File: src/rtl/bit5_booth_mul.sv
// bit5_booth_mul: sequential radix-2 Booth multiplier, 5x5 signed -> 10-bit signed product.
// Optional feature: define SIGNMAG_OUT_EN to add the sign-magnitude output product_sm.
module bit5_booth_mul (
   input  logic       clk,
   input  logic       reset,
   input  logic       start,
   input  logic [4:0] a_in,
   input  logic [4:0] b_in,
   output logic       busy,
   output logic       done,
   output logic [9:0] product
`ifdef SIGNMAG_OUT_EN
   ,output logic [9:0] product_sm
`endif
);
   typedef enum logic {IDLE, RUN} state_t;
   state_t     state_q, state_d;
   logic [5:0] acc_q, acc_d, m_q, m_d, sum;
   logic [4:0] q_q, q_d;
   logic       q_m1_q, q_m1_d, busy_q, busy_d, done_q, done_d;
   logic [2:0] count_q, count_d;
   logic [9:0] product_q, product_d, prod_next;
`ifdef SIGNMAG_OUT_EN
   logic [9:0] product_sm_q, product_sm_d;
   logic [8:0] mag;
`endif
   // Booth add/subtract followed by one arithmetic shift; product is taken from the shifted pair
   always_comb begin
      sum = (q_q[0] & ~q_m1_q) ? acc_q - m_q : (~q_q[0] & q_m1_q) ? acc_q + m_q : acc_q;
      prod_next = {sum, q_q[4:1]};
      state_d = state_q;
      acc_d = acc_q;
      q_d = q_q;
      q_m1_d = q_m1_q;
      m_d = m_q;
      count_d = count_q;
      busy_d = busy_q;
      done_d = 1'b0;
      product_d = product_q;
      if (state_q == IDLE) begin
         if (start) begin
            acc_d = 6'd0;
            q_d = b_in;
            q_m1_d = 1'b0;
            m_d = {a_in[4], a_in};
            count_d = 3'd0;
            busy_d = 1'b1;
            state_d = RUN;
         end
      end else begin
         acc_d = {sum[5], sum[5:1]};
         q_d = {sum[0], q_q[4:1]};
         q_m1_d = q_q[0];
         count_d = count_q + 3'd1;
         if (count_q == 3'd4) begin
            product_d = prod_next;
            done_d = 1'b1;
            busy_d = 1'b0;
            state_d = IDLE;
         end
      end
   end
`ifdef SIGNMAG_OUT_EN
   // sign-magnitude view of the completing product; zero is always +0
   always_comb begin
      mag = prod_next[9] ? 9'(-prod_next) : prod_next[8:0];
      product_sm_d = (state_q == RUN && count_q == 3'd4) ? {prod_next[9], mag} : product_sm_q;
   end
`endif
   // state register; reset aborts any running operation and clears the result
   always_ff @(posedge clk) begin
      if (reset) begin
         state_q <= IDLE;
         acc_q <= '0;
         q_q <= '0;
         q_m1_q <= 1'b0;
         m_q <= '0;
         count_q <= '0;
         busy_q <= 1'b0;
         done_q <= 1'b0;
         product_q <= '0;
`ifdef SIGNMAG_OUT_EN
         product_sm_q <= '0;
`endif
      end else begin
         state_q <= state_d;
         acc_q <= acc_d;
         q_q <= q_d;
         q_m1_q <= q_m1_d;
         m_q <= m_d;
         count_q <= count_d;
         busy_q <= busy_d;
         done_q <= done_d;
         product_q <= product_d;
`ifdef SIGNMAG_OUT_EN
         product_sm_q <= product_sm_d;
`endif
      end
   end
   assign busy = busy_q;
   assign done = done_q;
   assign product = product_q;
`ifdef SIGNMAG_OUT_EN
   assign product_sm = product_sm_q;
`endif
endmodule
File: config.mk
export PLATFORM = sky130hd
export DESIGN_NAME = bit5_booth_mul
export DESIGN_NICKNAME = d
export VERILOG_FILES = /design/src/rtl/bit5_booth_mul.sv
export SDC_FILE = /design/constraint.sdc
export NUM_CORES = 1
export LEC_CHECK = 0
export CORE_MARGIN = 2
export CORE_UTILIZATION = 30
export CTS_BUF_LIST = sky130_fd_sc_hd__clkbuf_4 sky130_fd_sc_hd__clkbuf_8 sky130_fd_sc_hd__clkbuf_16
export CTS_CLUSTER_SIZE = 16
export DETAILED_ROUTE_END_ITERATION = 16
export GPL_ROUTABILITY_DRIVEN = 0
export GPL_TIMING_DRIVEN = 1
export SYNTH_ARGS = -nofsm -noshare
export SYNTH_HDL_FRONTEND = slang
export SYNTH_SLANG_ARGS = --single-unit
File: constraint.sdc
create_clock -name clk -period 1.8 [get_ports clk]
set_clock_uncertainty 0.1 [all_clocks]
set_input_delay 0.36 -clock clk [delete_from_list [all_inputs] [get_ports clk]]
set_output_delay 0.36 -clock clk [all_outputs]
set_load 0.1 [all_outputs]
Word-level counts from Yosys, hierarchy flattened
Cells that the tools add are included.
Storage, ports and cells
  word-level logic and storage cells: 41
  flip-flop bits (word level): 33
  output and inout port bits: 12
  bits of input ports: 13
Cells by class
  add/sub/neg operators: 3
  mux-type cells: 17
  bitwise logic cells: 5
  reduce and logical (&&, ||, !) cells: 5
  equality and inequality tests: 2
Operators by type and width (count)
  6-bit 2-to-1 mux: 4
  5-bit 2-to-1 mux: 2
  1-bit 2-to-1 mux: 9
  6-bit adder: 1
  3-bit 2-to-1 mux: 2
  2-bit AND reduction: 3
  6-bit subtractor: 1
  3-bit by 1-bit adder with 3-bit output (second input constant): 1
  3-bit equality test (second input constant): 1
  1-bit inverter: 3
  1-bit bitwise AND: 2
  2-bit by 1-bit != test with 1-bit output (second input constant): 1
  2-bit nonzero test: 1
  2-bit OR reduction: 1

Longest topological paths before layout
Gate-level depths: netlist of run 1.
  depth after elaboration: 5
  mapped depth: 9
  depth with buffers taken out: 9

Least setup slack after synthesis of run 1
Ideal clock, no wire load.
  kind: register to register
  start point: register acc_q[0]
  end point: register acc_q[3]
  buffers on the path: 0
  cell stages (with the launch flop): 10
  period minus slack after synthesis: 1.891 ns
  setup slack: -0.091 ns
  data arrival time: 1.700 ns
  setup time: 0.091 ns
  required time: 1.609 ns
  cell sequence: dfxtp_1 inv_1 ha_1 inv_1 fa_1 a21o_1 a21oi_1 xnor2_1 a22oi_1 a311oi_1
On the way
  longest elaborated chain between the ends: 4
  elaborated cells on any way between the ends: 5
  classes of those cells: 2 x add/sub; 3 x mux
RTL lines
  from (decl): RTL line 18  | logic [5:0] acc_q, acc_d, m_q, m_d, sum;
  from (signal assigned): RTL line 74  | acc_q <= '0;
  from (signal assigned): RTL line 87  | acc_q <= acc_d;
  6-bit adder: RTL line 29  | sum = (q_q[0] & ~q_m1_q) ? acc_q - m_q : (~q_q[0] & q_m1_q) ? acc_q + m_q : acc_q;
  6-bit 2-to-1 mux: RTL line 29
  6-bit 2-to-1 mux *: RTL line 29
  6-bit 2-to-1 mux *: RTL line 40  | if (state_q == IDLE) begin
Every way passes the cells marked *; elsewhere a longest branch is shown, timed or not.
A chain may end at the register's enable or synchronous reset.

Worst setup path after layout of run 1
Ends and elaborated chain as after synthesis.

==> flow_metrics.py, run 1 <==
metrics = {
    "clock_tree": {
        "clock-root-buffer": "sky130_fd_sc_hd__clkbuf_8",
        "total_number_of_h_tree_levels": 2,
        "cts_buffer_depth": 2,
        "cts-buffers-inserted": 5,
        "path_clk_slew_ps": 70,
        "cts_tree": "done",
        "worstSkewPairLatency_ps": 280,
        "cts_num_sinks": 32,
    },
    "floorplanning": {
        "die_area_mm2": 0.00626,
        "floorplan.rows": 27,
        "initial_utilization_pct": 30.9,
        "die_height_um": 79.1,
        "fp.coreArea_mm2": 0.00547,
        "num_io_pins": 25,
        "die-width_um": 79.1,
    },
    "route": {
        "drt_iter0_markers": 76,
        "postRouteWirelength_um": 4100,
        "detail_route.wirelength.met1_um": 1960,
        "total_met2_wirelength_after_detailed_routing_um": 1910,
        "routed-via-count": 1520,
        "detail_route.drc_violations": 0,
        "antenna_violating_nets_post_route": 0,
        "post_drt_via_cell_ratio": 4.66,
        "drtPass1Iterations": 4,
        "topRoutingLayerUsed": "met4",
        "routedWlPerCell_um": 12.6,
        "dr_wl_met3_um": 165,
    },
    "run_status": {
        "result_of_the_run": "finished, violations left",
        "violations_in_the_final_reports": "negative setup slack",
    },
    "global_routing": {
        "grt_pass1_vias": 1520,
        "grt_start_max_net_pins": 17,
        "global_route.overflow_total": 0,
        "initial_antenna_violation_count": 0,
        "grt_first_pass_wirelength_um": 7070,
        "gr-usage-all-layers_pct": 14.6,
    },
    "timing": {
        "timing.fmax_ghz": 0.518,
        "finalSetupViolations": 8,
        "rsz_0062_raised_after_global_routing": "true",
        "time_the_worst_path_needs_with_i_o_delays_and_setup_ps": 1930,
        "layout_worst_path_cycle_share_pct": 107,
        "finalWorstSetupSlack_ps": -132,
        "tightest_slew_ps": 382,
        "worst_slew_margin_rel_pct": 74.4,
        "hold_viol_final": 0,
        "slew_violations": 0,
    },
    "synthesis": {
        "synth_seq_cells": 32,
        "synth_largest_area_cell": "sky130_fd_sc_hd__dfxtp_1",
        "syn-mean-instance-area_um2": 8.76,
        "postSynthNetCount": 220,
        "syn-instance-count": 193,
        "synth_area_leaders": "sky130_fd_sc_hd__dfxtp_1 (38%), sky130_fd_sc_hd__ha_1 (8.9%), sky130_fd_sc_hd__nor2_1 (6.9%)",
        "synth_sequential_area_ratio_pct": 37.9,
        "post_synth_instance_area_mm2": 0.00169,
        "yosys_most_used_dff": "sky130_fd_sc_hd__dfxtp_1",
        "share_of_yosys_cell_area_claimed_by_the_top_area_cell_type_pct": 37.9,
        "count_of_distinct_cell_types_in_the_synthesized_netlist": 39,
        "async_flop_share_pct": 0,
        "synth_enable_flop_cells": 0,
        "ys_warn_count": 0,
    },
    "critical_path": {
        "path_class": "register to register",
        "critPathArrivalTime_ps": 2020,
        "worstReg2RegStart": "acc_q[0]$_SDFFE_PP0P_",
        "required_ps": 1880,
        "delay_heaviest_family_cp": "compound AO/OA/AOI/OAI gates",
        "worst_setup_path_startpoint": "acc_q[0]$_SDFFE_PP0P_",
        "cp.buffers_inverters": 2,
        "critPathMostFrequentCell": "sky130_fd_sc_hd__inv_2",
        "sequence_of_cells_on_the_critical_path": "inv_2, ha_4, inv_2, fa_2, a21o_1, a21oi_2, xnor2_2, a22oi_2, a311oi_1",
        "worst_path_max_delay_cell": "sky130_fd_sc_hd__dfxtp_2",
        "crit_path_max_incr_delay_ps": 330,
        "critical_path.startpoint_type": "register",
        "timing.critical_path.to_type": "register",
        "crit_fanout": 3,
    },
    "final_layout": {
        "n_antenna_cell": 0,
        "finalNonFillerCells": 326,
        "area_delta_synth_final_pct": 51.3,
        "layout.cells.most_common": "sky130_fd_sc_hd__buf_4",
        "finalNetCount": 280,
        "layout.cell_area.non_filler_mm2": 0.00256,
        "post-route-util_pct": 46.8,
        "top_library_cells_by_usage_in_the_layout_fill_and_taps_aside": "sky130_fd_sc_hd__buf_4 (40), sky130_fd_sc_hd__nor2_1 (31), sky130_fd_sc_hd__dfxtp_1 (29)",
        "final_layout_size_suffix_gt1_share_pct": 31.9,
    },
    "power_and_ir_drop": {
        "power_density_normalized_to_cell_area_mw_per_mm2": 705,
        "fin_total_pwr_mw": 1.81,
        "power.leakage_nw": 1.09,
        "vdd.ir_drop.worst_mv": 0.499,
    },
    "placed_design": {
        "pre_cts_slack_ps": -156,
        "placed_cell_areas_mm2": 0.00239,
        "io_buffer_count": 24,
        "dp.cells": 315,
        "dpl_wire_length_um": 3100,
    },
    "run": {
        "cap_viol_max_count": 0,
    },
    "worst_hold_path": {
        "worstHoldStart": "q_q[4]$_SDFFE_PP0P_",
        "hold_class": "register to register",
    },
}
-- sequential cells by signal, summed over array words and instances (netlist names) --
name,count
product,10
m_q,5
state_q,1
done,1
q_q,5
q_m1_q,1
busy,1
count_q,3
acc_q,5
-- area by class of cell --
class / instances / area [µm²]
Clock buffer: 6 / 76.3
Fill cell: 543 / 2910
Inverter: 12 / 45.0
Timing Repair Buffer: 64 / 661
Clock inverter: 2 / 35.0
Sequential cell: 32 / 644
Tap cell: 72 / 90.1
Multi-Input combinational cell: 138 / 1010
-- cell usage after synthesis, types with 5 or more instances --
cell,instances
sky130_fd_sc_hd__a21oi_1,19
sky130_fd_sc_hd__a22o_1,8
sky130_fd_sc_hd__clkbuf_1,7
sky130_fd_sc_hd__dfxtp_1,32
sky130_fd_sc_hd__ha_1,12
sky130_fd_sc_hd__inv_1,10
sky130_fd_sc_hd__mux2i_1,7
sky130_fd_sc_hd__nand2_1,7
sky130_fd_sc_hd__nand2b_1,5
sky130_fd_sc_hd__nor2_1,31
sky130_fd_sc_hd__nor2b_1,7
sky130_fd_sc_hd__o21ai_0,5
sky130_fd_sc_hd__xnor2_1,5
-- cells by family after synthesis --
family	count (synthesis)	share of synthesized area [%]
DFF	32	37.9
adders and majority gates	14	11.2
muxes	7	4.14
and+or+nand+nor	59	16.3
xor gates and xnor gates	7	3.62
AOI/OAI and AO/OA	51	21.3
buffers and inverters	23	5.47
-- final timing paths --
kind	slack [ps]	depth (start not counted)	endpoint
worst min register to register	410	1	product[3]$_SDFFE_PP0P_
worst max-delay path	-130	9	acc_q[3]$_SDFFE_PP0P_
worst max register to register	-130	9	acc_q[3]$_SDFFE_PP0P_
worst min-delay path	410	1	product[3]$_SDFFE_PP0P_
-- power by group --
group	switching, mW	internal, mW
logic	0.177	0.183
clock network	0.263	0.426
registers	0.0230	0.734
total	0.463	1.34
-- metrics by stage --
stage | hold slack [ps] | TNS, ps
floorplan | 357 | -17.8
global placement | 385 | -402
detailed placement | 391 | -556
CTS | 408 | -480
global route | 438 | -1480
finish | 406 | -488
-- what timing repair did --
action	in CTS	in global routing
buffers inserted	1	2
hold endpoints to repair	0	0
setup endpoints to repair	9	10
gates resized for setup	2	7
pin swaps	7	4
hold buffers	0	0
-- layer usage --
layer  vias to the layer above  GRT usage (%)
met5                         -              0
met4                         0           6.72
met3                         4           3.07
met2                        31           23.6
met1                       701           18.6
li1                        784              -
Note: power is estimated with default switching activity, not from simulation.
==> run 2: changes to the inputs <==
ABC_CLOCK_PERIOD_IN_PS = 1800   (was not set)
==> results of run 2 <==
Final layout, timing and power as in run 1 (identical DEF).
